<file path="config.mk">
export PLATFORM = sky130hd
export DESIGN_NAME = unified_cache_bank_request_arbiter
export DESIGN_NICKNAME = d
export VERILOG_FILES = /design/src/rtl/unified_cache_bank_request_arbiter.sv
export SDC_FILE = /design/constraint.sdc
export NUM_CORES = 1
export LEC_CHECK = 0
export ABC_AREA = 1
export ABC_CLOCK_PERIOD_IN_PS = 4850
export BUFFER_PORTS_ARGS = -buffer_cell sky130_fd_sc_hd__buf_2
export CAP_MARGIN = 20
export CORE_ASPECT_RATIO = 1.75
export CORE_MARGIN = 2
export CORE_UTILIZATION = 25
export CTS_BUF_LIST = sky130_fd_sc_hd__clkbuf_4 sky130_fd_sc_hd__clkbuf_8
export CTS_CLUSTER_DIAMETER = 60
export DETAILED_ROUTE_END_ITERATION = 8
export HOLD_SLACK_MARGIN = 0.12
export PLACE_DENSITY = 0.59
export SETUP_SLACK_MARGIN = 0.4
export SKIP_LAST_GASP = 1
export SLEW_MARGIN = 5
export SYNTH_ARGS = -nofsm -noshare
export SYNTH_HDL_FRONTEND = slang
export SYNTH_SLANG_ARGS = --single-unit
</file>
<file path="constraint.sdc">
create_clock -name clk_in -period 4.85 [get_ports clk_in]
set_input_delay 0.7275 -clock clk_in [delete_from_list [all_inputs] [get_ports clk_in]]
set_output_delay 0.7275 -clock clk_in [all_outputs]
set_load 0.01 [all_outputs]
</file>
<file path="src/rtl/unified_cache_bank_request_arbiter.sv">
// unified_cache_bank_request_arbiter
// Front-end arbiter for one unified cache bank. Merges NUM_INPUT_PORT request
// ports and the miss-replay channel into a single registered packet stream.
// Priority tiers, highest first:
//   T0 urgent replay, T1 critical ports, T2 non-urgent replay, T3 normal ports.
// Ports inside T1/T3 are served round-robin starting at the rr pointer.
// Ports are acked combinationally in the same cycle the output register
// captures their packet, so a new packet can be loaded every cycle.
// Optional build macro UNIFIED_CACHE_ARB_AGING_EN adds per-port wait counters
// that promote a long-waiting normal port into T1.

`ifndef UNIFIED_CACHE_PACKET_WIDTH_IN_BITS
`define UNIFIED_CACHE_PACKET_WIDTH_IN_BITS 64
`endif

module unified_cache_bank_request_arbiter #(
    parameter int NUM_INPUT_PORT  = 4,
    parameter int PACKET_WIDTH    = `UNIFIED_CACHE_PACKET_WIDTH_IN_BITS,
    parameter int SOURCE_ID_WIDTH = $clog2(NUM_INPUT_PORT + 1),
    parameter int AGING_THRESHOLD = 15
) (
    input  logic                                   clk_in,
    input  logic                                   reset_in,
    input  logic [NUM_INPUT_PORT*PACKET_WIDTH-1:0] request_flatted_in,
    input  logic [NUM_INPUT_PORT-1:0]              request_valid_flatted_in,
    input  logic [NUM_INPUT_PORT-1:0]              request_critical_flatted_in,
    output logic [NUM_INPUT_PORT-1:0]              issue_ack_out,
    input  logic [PACKET_WIDTH-1:0]                replay_request_in,
    input  logic                                   replay_request_valid_in,
    input  logic                                   replay_urgent_in,
    output logic                                   replay_ack_out,
    output logic [PACKET_WIDTH-1:0]                request_out,
    output logic                                   request_valid_out,
    output logic                                   request_critical_out,
    output logic [SOURCE_ID_WIDTH-1:0]             request_source_out,
    input  logic                                   issue_ack_in
);

    localparam int PTR_W = (NUM_INPUT_PORT > 1) ? $clog2(NUM_INPUT_PORT) : 1;

    // Output register and round-robin pointer
    logic [PACKET_WIDTH-1:0]    request_q, request_d;
    logic                       valid_q, valid_d;
    logic                       critical_q, critical_d;
    logic [SOURCE_ID_WIDTH-1:0] source_q, source_d;
    logic [PTR_W-1:0]           rr_q, rr_d;

    // Arbitration signals
    logic                       capture_en;
    logic                       fire;
    logic [NUM_INPUT_PORT-1:0]  promoted;
    logic [NUM_INPUT_PORT-1:0]  crit_mask;
    logic [NUM_INPUT_PORT-1:0]  norm_mask;
    logic [NUM_INPUT_PORT-1:0]  port_mask;
    logic                       grant_replay;
    logic                       grant_port;
    logic                       port_found;
    logic [PTR_W:0]             scan_sum;
    logic [PTR_W-1:0]           win_idx;
    logic [NUM_INPUT_PORT-1:0]  win_onehot;
    logic [PTR_W:0]             rr_inc;
    logic [PACKET_WIDTH-1:0]    win_packet;
    logic                       win_critical;

    // Tier selection: pick the port mask of the highest non-empty port tier and
    // decide whether the replay channel outranks it.
    always_comb begin
        // NOTE: every combinational output gets a default before any branch so
        // no path leaves it unassigned, which would infer a latch.
        capture_en   = !valid_q || issue_ack_in;
        fire         = capture_en && !reset_in;
        crit_mask    = request_valid_flatted_in & (request_critical_flatted_in | promoted);
        norm_mask    = request_valid_flatted_in & ~crit_mask;
        port_mask    = (|crit_mask) ? crit_mask : norm_mask;
        grant_replay = replay_request_valid_in &&
                       (replay_urgent_in || !(|crit_mask));
        grant_port   = !grant_replay && (|port_mask);
    end

    // Round-robin scan of the selected port mask, starting at the pointer and
    // wrapping from NUM_INPUT_PORT-1 back to 0.
    always_comb begin
        port_found = 1'b0;
        scan_sum   = '0;
        win_idx    = '0;
        for (int k = 0; k < NUM_INPUT_PORT; k++) begin
            scan_sum = {1'b0, rr_q} + (PTR_W + 1)'(k);
            if (scan_sum >= (PTR_W + 1)'(NUM_INPUT_PORT)) begin
                scan_sum = scan_sum - (PTR_W + 1)'(NUM_INPUT_PORT);
            end
            if (!port_found && port_mask[scan_sum[PTR_W-1:0]]) begin
                port_found = 1'b1;
                win_idx    = scan_sum[PTR_W-1:0];
            end
        end
    end

    // Winner decode: one-hot vector, packet and critical flag of the port winner.
    always_comb begin
        win_onehot   = '0;
        win_packet   = '0;
        for (int k = 0; k < NUM_INPUT_PORT; k++) begin
            win_onehot[k] = port_found && (win_idx == PTR_W'(k));
            if (win_onehot[k]) begin
                win_packet = request_flatted_in[k*PACKET_WIDTH +: PACKET_WIDTH];
            end
        end
        win_critical = |(win_onehot & request_critical_flatted_in);
        rr_inc       = {1'b0, win_idx} + (PTR_W + 1)'(1);
    end

    // Capture acks: one-hot, same cycle as the output register load, silent in reset.
    always_comb begin
        issue_ack_out  = (fire && grant_port) ? win_onehot : '0;
        replay_ack_out = fire && grant_replay;
    end

    // Next state of the output register and the round-robin pointer.
    always_comb begin
        request_d  = request_q;
        valid_d    = valid_q;
        critical_d = critical_q;
        source_d   = source_q;
        rr_d       = rr_q;
        if (capture_en) begin
            valid_d = grant_replay || grant_port;
            if (grant_replay) begin
                request_d  = replay_request_in;
                critical_d = replay_urgent_in;
                source_d   = SOURCE_ID_WIDTH'(NUM_INPUT_PORT);
            end else if (grant_port) begin
                request_d  = win_packet;
                critical_d = win_critical;
                source_d   = SOURCE_ID_WIDTH'(win_idx);
                rr_d       = (rr_inc >= (PTR_W + 1)'(NUM_INPUT_PORT)) ? '0 : rr_inc[PTR_W-1:0];
            end
        end
    end

    // Output register and pointer update with synchronous reset.
    always_ff @(posedge clk_in) begin
        // NOTE: sequential state uses non-blocking assignments so every register
        // samples pre-edge values regardless of statement order.
        if (reset_in) begin
            request_q  <= '0;
            valid_q    <= 1'b0;
            critical_q <= 1'b0;
            source_q   <= '0;
            rr_q       <= '0;
        end else begin
            request_q  <= request_d;
            valid_q    <= valid_d;
            critical_q <= critical_d;
            source_q   <= source_d;
            rr_q       <= rr_d;
        end
    end

`ifdef UNIFIED_CACHE_ARB_AGING_EN
    localparam int AGE_W = $clog2(AGING_THRESHOLD + 1);

    logic [NUM_INPUT_PORT-1:0][AGE_W-1:0] age_q, age_d;

    // Saturating wait counters: count while valid and not acked, clear otherwise.
    always_comb begin
        age_d    = age_q;
        promoted = '0;
        for (int k = 0; k < NUM_INPUT_PORT; k++) begin
            promoted[k] = (age_q[k] >= AGE_W'(AGING_THRESHOLD));
            if (!request_valid_flatted_in[k] || issue_ack_out[k]) begin
                age_d[k] = '0;
            end else if (age_q[k] < AGE_W'(AGING_THRESHOLD)) begin
                age_d[k] = age_q[k] + AGE_W'(1);
            end
        end
    end

    // Wait counter registers.
    always_ff @(posedge clk_in) begin
        if (reset_in) begin
            age_q <= '0;
        end else begin
            age_q <= age_d;
        end
    end
`else
    // Strict tiers: no port is ever promoted.
    logic unused_aging_threshold;
    assign unused_aging_threshold = (AGING_THRESHOLD != 0);
    assign promoted = '0;
`endif

    assign request_out          = request_q;
    assign request_valid_out    = valid_q;
    assign request_critical_out = critical_q;
    assign request_source_out   = source_q;

endmodule

</file>
==> results.ini, run 1 <==
[critical_path]
critPathSlowestCell = ha_4
crit_path_start_kind = input port
cp_max_fo = 42
rr_endpoint = request_out[39]
critPathLaunch = request_valid_flatted_in[3]
endpoint_kind = primary output
cp.arrival_ps = 3000
worstSetupPathType = in -> out
critical_path.top_delay_family = simple AND/OR/NAND/NOR gates
r2r-start = rr_q[0]
crit_buf_inv = 3
required_ps = 4120
reg2regPathDepth = 17
crit_chain = buf_2 -> nand2_1 -> nand2_2 -> nor2_4 -> nand2_1 -> nand3_1 -> nand2_1 -> o21ai_0 -> nand3_1 -> nand2_1 -> nand2_1 -> inv_1 -> ha_4 -> nand2_1 -> nor2_1 -> buf_2
crit_top_cell = nand2_1
slowest_delay_ps = 490
reg2reg_slack_ps = 1640

[cts]
clk_pin_slew_ps = 70
cts_buffers = 9
clock_latency_ps = 400
h-tree-depth = 3
cts_tree = done
cts-resized-gates = 0
root_buffer = clkbuf_8
cts_buffer_depth = 2
post_cts_buffers = 0
clkSinkCount = 71
postCtsHoldBufs = 0

[synthesis]
ys_async_sr_fraction_pct = 0
syn_nets = 1651
synth_edf_count = 0
ys_ff_latch = 71
ys_seq_area_share_pct = 20.47
yosysUniqueCellTypes = 26
netlist_area_mm2 = 0.006943
syn-mean-instance-area_um2 = 5.284
synth_ff_type = dfxtp_1
ys.warnings.count = 0
syn_inst = 1314

[cells_and_area]
area_growth_pct = 34.42
final_cell_count_no_fill = 2028
n_fill_cell = 3157
finalNetCount = 1979
final_util_pct = 34.15
drive_above_1_share_pct = 27.81
multiInputGateArea_mm2 = 0.004233
ff_latch_area_mm2 = 0.001421

[hold_path]
hold_path_class = reg -> reg
whs_endpoint = request_source_out[2]
hold_depth = 2
hp-start = request_source_out[2]

[die]
boundaryPins = 407
initial_core_util_pct = 25.41
num_rows = 80
core_area_mm2 = 0.02733
dieHeight_um = 224.5
die_area_mm2 = 0.02917
die_x_um = 130.0

[global_routing]
use_met1_pct = 23.89
grt_max_degree = 76
grt_util_met2_pct = 37.81
grt_pass1_wl_um = 48600
grt-ovfl-total = 0
grt_antenna_before_repair = 12
met3_usage_pct = 4.757
grt.total_usage_pct = 21.64
grt_pass1_vias = 9247
top_usage_layer = met2

[routing]
dr.first_iter.drc_count = 495
vias_per_cell = 4.756
drtAntennaViolNets = 0
wl_um = 32180
firstDrtPassIters = 5
wl_per_cell_um = 15.87
drc = 0
vias = 9646

[sta]
worstMarginPinSlew_ps = 882.9
fmax_mhz = 268.2
post-route-min-period_ps = 3729
finalSetupViolCount = 0
hold_violations = 0
period_share_pct = 76.89
rsz0062_at_grt = no
slew_headroom_pct = 41.14
setup-tns-final_ps = 0
finalWorstSetupSlack_ps = 1121
slew_viol_final = 0
finClkSkew_ps = 14.00

[placement]
dp.cells = 1999
place_congestion = 0.8893
dp_slack_ps = 1136
place_hpwl_um = 22880
port_buffers = 406

[job]
cap_violations = 0

[power_and_ir_drop]
cellLeakagePower_nw = 5.575
peakVddDrop_mv = 0.3942
pwr_density_cell_mw_per_mm2 = 617.9

[outcome]
status = finished clean

==> sequential cells by signal, indices dropped and copies added (netlist names) <==
name and count:
request_source_out 3, request_critical_out 1, request_valid_out 1, rr_q 2, request_out 64
==> cell families (layout without fill, tap and decap cells) <==
family,Yosys count,in the layout,synth area share (%)
simple gates,661,661,40.04
buf+inv,314,647,19.26
compound gates,263,263,19.37
flops,71,71,20.47
fa+ha+maj,4,4,0.7209
xor+xnor,1,1,0.1262
other cells,0,12,0
==> worst reg2reg max path, cell delays in order (launching register included) <==
cell	delay [ps]
dfxtp_1	410
xnor2_1	370
inv_1	150
nand3_1	130
nand2_1	60
nor2_1	150
nand3_1	100
nand2_1	100
nand2_1	100
inv_1	130
ha_4	490
buf_4	420
nand3_1	130
nand2_1	100
nand2_1	70
nand2_1	90
nand2_1	50
a21oi_1	100
==> metrics by stage <==
stage	hold slack, ps	area [um2]	power (mW)
after global placement	446.8	9066	5.190
after floorplan	484.2	6943	4.030
after global routing	506.9	9328	6.439
final	462.5	9333	5.767
after detailed placement	449.2	9066	5.221
after CTS	461.0	9283	5.827
==> synth_stat cells, types with 8 or more instances <==
library cell / number / area (um2)
a21oi_1: 69 / 345.3
buf_2: 28 / 140.1
buf_4: 8 / 60.06
buf_6: 11 / 123.9
clkbuf_1: 50 / 187.7
dfxtp_1: 71 / 1421
inv_1: 204 / 765.7
nand2_1: 360 / 1351
nand3_1: 219 / 1096
nor2_1: 76 / 285.3
o21ai_0: 185 / 925.9
==> final cells by class <==
class,instances,share of cell area (%)
multi-input combinational,929,45.35
clock buffer,12,1.569
clock inverter,4,0.7508
inverter,210,8.446
antenna,12,0.3218
sequential,71,15.23
tap,369,4.947
timing repair buffer,421,23.38
==> layout by cell type, fill, tap and decap left out, types with 12 or more instances in the layout <==
| cell | synthesis | final |
|---|---|---|
| inv_1 | 204 | 202 |
| nor2_1 | 76 | 76 |
| dfxtp_1 | 71 | 71 |
| nand3_1 | 219 | 218 |
| diode_2 | 0 | 12 |
| nand2_1 | 360 | 357 |
| o21ai_0 | 185 | 185 |
| buf_4 | 8 | 12 |
| buf_2 | 28 | 406 |
| a21oi_1 | 69 | 69 |
==> where the power goes <==
part           total, mW  leakage, nW  switching, mW  internal, mW
Clock              0.569        0.115          0.263         0.306
Sequential         0.890        0.590          0.106         0.784
Combinational       4.31         4.87           2.87          1.44
Total               5.77         5.58           3.24          2.53
==> per-layer routing <==
| metal | share of wire [%] | wire [um] |
|---|---|---|
| met5 | 0.062 | 20 |
| met1 | 38 | 12360 |
| met4 | 4.3 | 1379 |
| met3 | 5.7 | 1848 |
| met2 | 52 | 16580 |
==> worst max-delay path by stage <==
stage          slack [ps]          endpoint  cells after the start
2_1_floorplan        1320  issue_ack_out[1]                     16
3_3_place_gp         1210  issue_ack_out[1]                     16
3_5_place_dp         1140  issue_ack_out[1]                     16
4_1_cts              1130  issue_ack_out[1]                     16
5_1_grt               820  issue_ack_out[1]                     17
6_report             1120  issue_ack_out[1]                     16
Power figures use the tool's default switching activity.
==> inputs of run 2 (changes only) <==
ABC_CLOCK_PERIOD_IN_PS = 3200   (was 4850)
PLACE_DENSITY = 0.61   (was 0.59)
clock period = 3.2 ns   (was 4.85 ns; I/O delays follow)
==> run 2 against run 1 <==
  * Via count is 3.2% higher
  * Critical endpoint is now issue_ack_out[0]
  * Register-to-register slack lost 1100 ps
  * Clock skew shrank 1.7 ps
  * Largest power group unchanged
  * Non-clock buffer count rose by 37
  * Utilization rose by 2.7 points
  * Die area did not move
==> results.ini, run 2 (synthesized netlist as in run 1, its figures left out) <==
[sta]
fmax_mhz = 357.6
worstMarginPinSlew_ps = 619.4  ; -263.5 ps
slew_headroom_pct = 58.65  ; +18 points
finClkSkew_ps = 12.31  ; -1.684 ps
period_share_pct = 87.40
slew_viol_final = 0  ; unchanged
finalSetupViolCount = 0  ; unchanged
post-route-min-period_ps = 2797
hold_violations = 0  ; unchanged
rsz0062_at_grt = yes
setup-tns-final_ps = 0  ; unchanged

[die]
num_rows = 80  ; unchanged
die_area_mm2 = 0.02917  ; unchanged
initial_core_util_pct = 25.41  ; unchanged
dieHeight_um = 224.5  ; unchanged
core_area_mm2 = 0.02733  ; unchanged
boundaryPins = 407  ; unchanged
die_x_um = 130.0  ; unchanged

[cts]
cts_buffers = 9  ; unchanged
h-tree-depth = 3  ; unchanged
clock_latency_ps = 410  ; about the same
clk_pin_slew_ps = 90  ; +20 ps
clkSinkCount = 71  ; unchanged
root_buffer = clkbuf_8
cts_buffer_depth = 2  ; unchanged
cts_tree = done

[routing]
dr.first_iter.drc_count = 604  ; +22%
vias = 9950  ; +3.2%
wl_um = 33380  ; +3.7%
drc = 0  ; unchanged
vias_per_cell = 4.821  ; +1.4%
firstDrtPassIters = 6  ; +1
drtAntennaViolNets = 0  ; unchanged
wl_per_cell_um = 16.17  ; +1.9%

[placement]
place_hpwl_um = 23710  ; +3.6%
place_congestion = 0.9245  ; +4.0%
port_buffers = 406  ; unchanged

[critical_path]
crit_chain = buf_8 -> nand2_4 -> nand2_4 -> nor2_4 -> nand2_2 -> nand3_2 -> nand3_4 -> nand2_4 -> nor2_1 -> nor2_1 -> nand2_1 -> nand2_2 -> buf_6 -> ha_4 -> nand2_2 -> nor2_1 -> buf_2
critPathSlowestCell = nor2_4
cp_max_fo = 5  ; -88%
worstSetupPathType = in -> out
endpoint_kind = primary output
critical_path.top_delay_family = simple AND/OR/NAND/NOR gates
crit_buf_inv = 3  ; unchanged
slowest_delay_ps = 210  ; -280 ps
required_ps = 2720  ; -1400 ps
cp.arrival_ps = 2320  ; -680 ps
crit_path_start_kind = input port

[global_routing]
grt_antenna_before_repair = 16  ; +4
grt-ovfl-total = 0  ; unchanged
grt_pass1_wl_um = 49200  ; +1.2%
grt.total_usage_pct = 21.92  ; +0.29 points
grt_max_degree = 103  ; +36%
grt_pass1_vias = 9221  ; -0.28%

[cells_and_area]
n_fill_cell = 3058  ; -3.1%
final_cell_mix = buf_2 (396), nand2_1 (340), nand3_1 (207)
finalNetCount = 2016  ; +1.9%
area_growth_pct = 44.89
final_util_pct = 36.81  ; +2.7 points
final_common_cell = buf_2
largest_reg_flops = 64  ; unchanged
drive_above_1_share_pct = 31.99  ; +4.2 points
ff_latch_area_mm2 = 0.001424  ; +0.18%
multiInputGateArea_mm2 = 0.004488  ; +6.0%

[power_and_ir_drop]
pwr_density_cell_mw_per_mm2 = 954.7  ; +55%
power_mw = 9.604  ; +67%
peakVddDrop_mv = 0.6763  ; +72%
cellLeakagePower_nw = 5.871  ; +5.3%

[hold_path]
hold_path_class = in -> reg

[job]
cap_violations = 0  ; unchanged

[outcome]
status = finished clean

==> run 2: path summary, 6_finish.rpt <==
| check | startpoint | endpoint | depth (start not counted) | slack (ps) |
|---|---|---|---|---|
| worst max register to register | rr_q[0] | request_out[9] | 18 | 500 |
| worst min register to register | request_source_out[2] | request_source_out[2] | 2 | 460 |
| worst min-delay path | replay_request_in[25] | request_out[25] | 3 | 370 |
| worst max-delay path | request_valid_flatted_in[2] | issue_ack_out[0] | 17 | 400 |
==> run 2: power breakdown <==
| part | total (mW) | switching, mW | internal, mW |
|---|---|---|---|
| clock network | 0.701 | 0.404 | 0.297 |
| logic | 7.55 | 4.67 | 2.88 |
| registers | 1.35 | 0.162 | 1.19 |
==> run 2: worst min-delay path, stage by stage <==
cell     delay, ps
buf_2           80
a22oi_1         60
a21oi_1        130
==> run 2: per-stage QoR <==
stage	hold WS (ps)	cells	instance area, um2	setup WS (ps)
floorplan	484.2	1314	6948	348.6
global placement	450.4	2012	9321	172.9
detailed placement	451.0	2012	9321	72.49
CTS	332.5	2031	9613	381.7
global route	368.5	2059	10050	309.3
finish	368.6	2064	10060	403.3
==> run 2: timing repair <==
action	CTS	global route
pin swaps	6	33
gates resized for setup	29	65
hold buffers	0	0
endpoints found under the setup margin	14	66
buffers inserted	5	19
==> run 2: cell type report <==
class,instances,area share [%]
clock inverter,2,0.09950
timing repair buffer,458,26.88
inverter,210,7.886
tap,369,4.590
sequential,71,14.15
multi-input combinational,929,44.61
clock buffer,12,1.455
antenna,13,0.3234
==> run 2: routing by layer <==
metal | share of wire [%] | GRT usage, % | vias to the layer above | wire [um]
met4 | 5.6 | 13.32 | 10 | 1856
met5 | 0.19 | 0 | - | 62
met1 | 37 | 23.78 | 4472 | 12280
met2 | 51 | 38.46 | 471 | 16980
met3 | 6.6 | 4.448 | 119 | 2204
li1 | - | - | 4878 | -
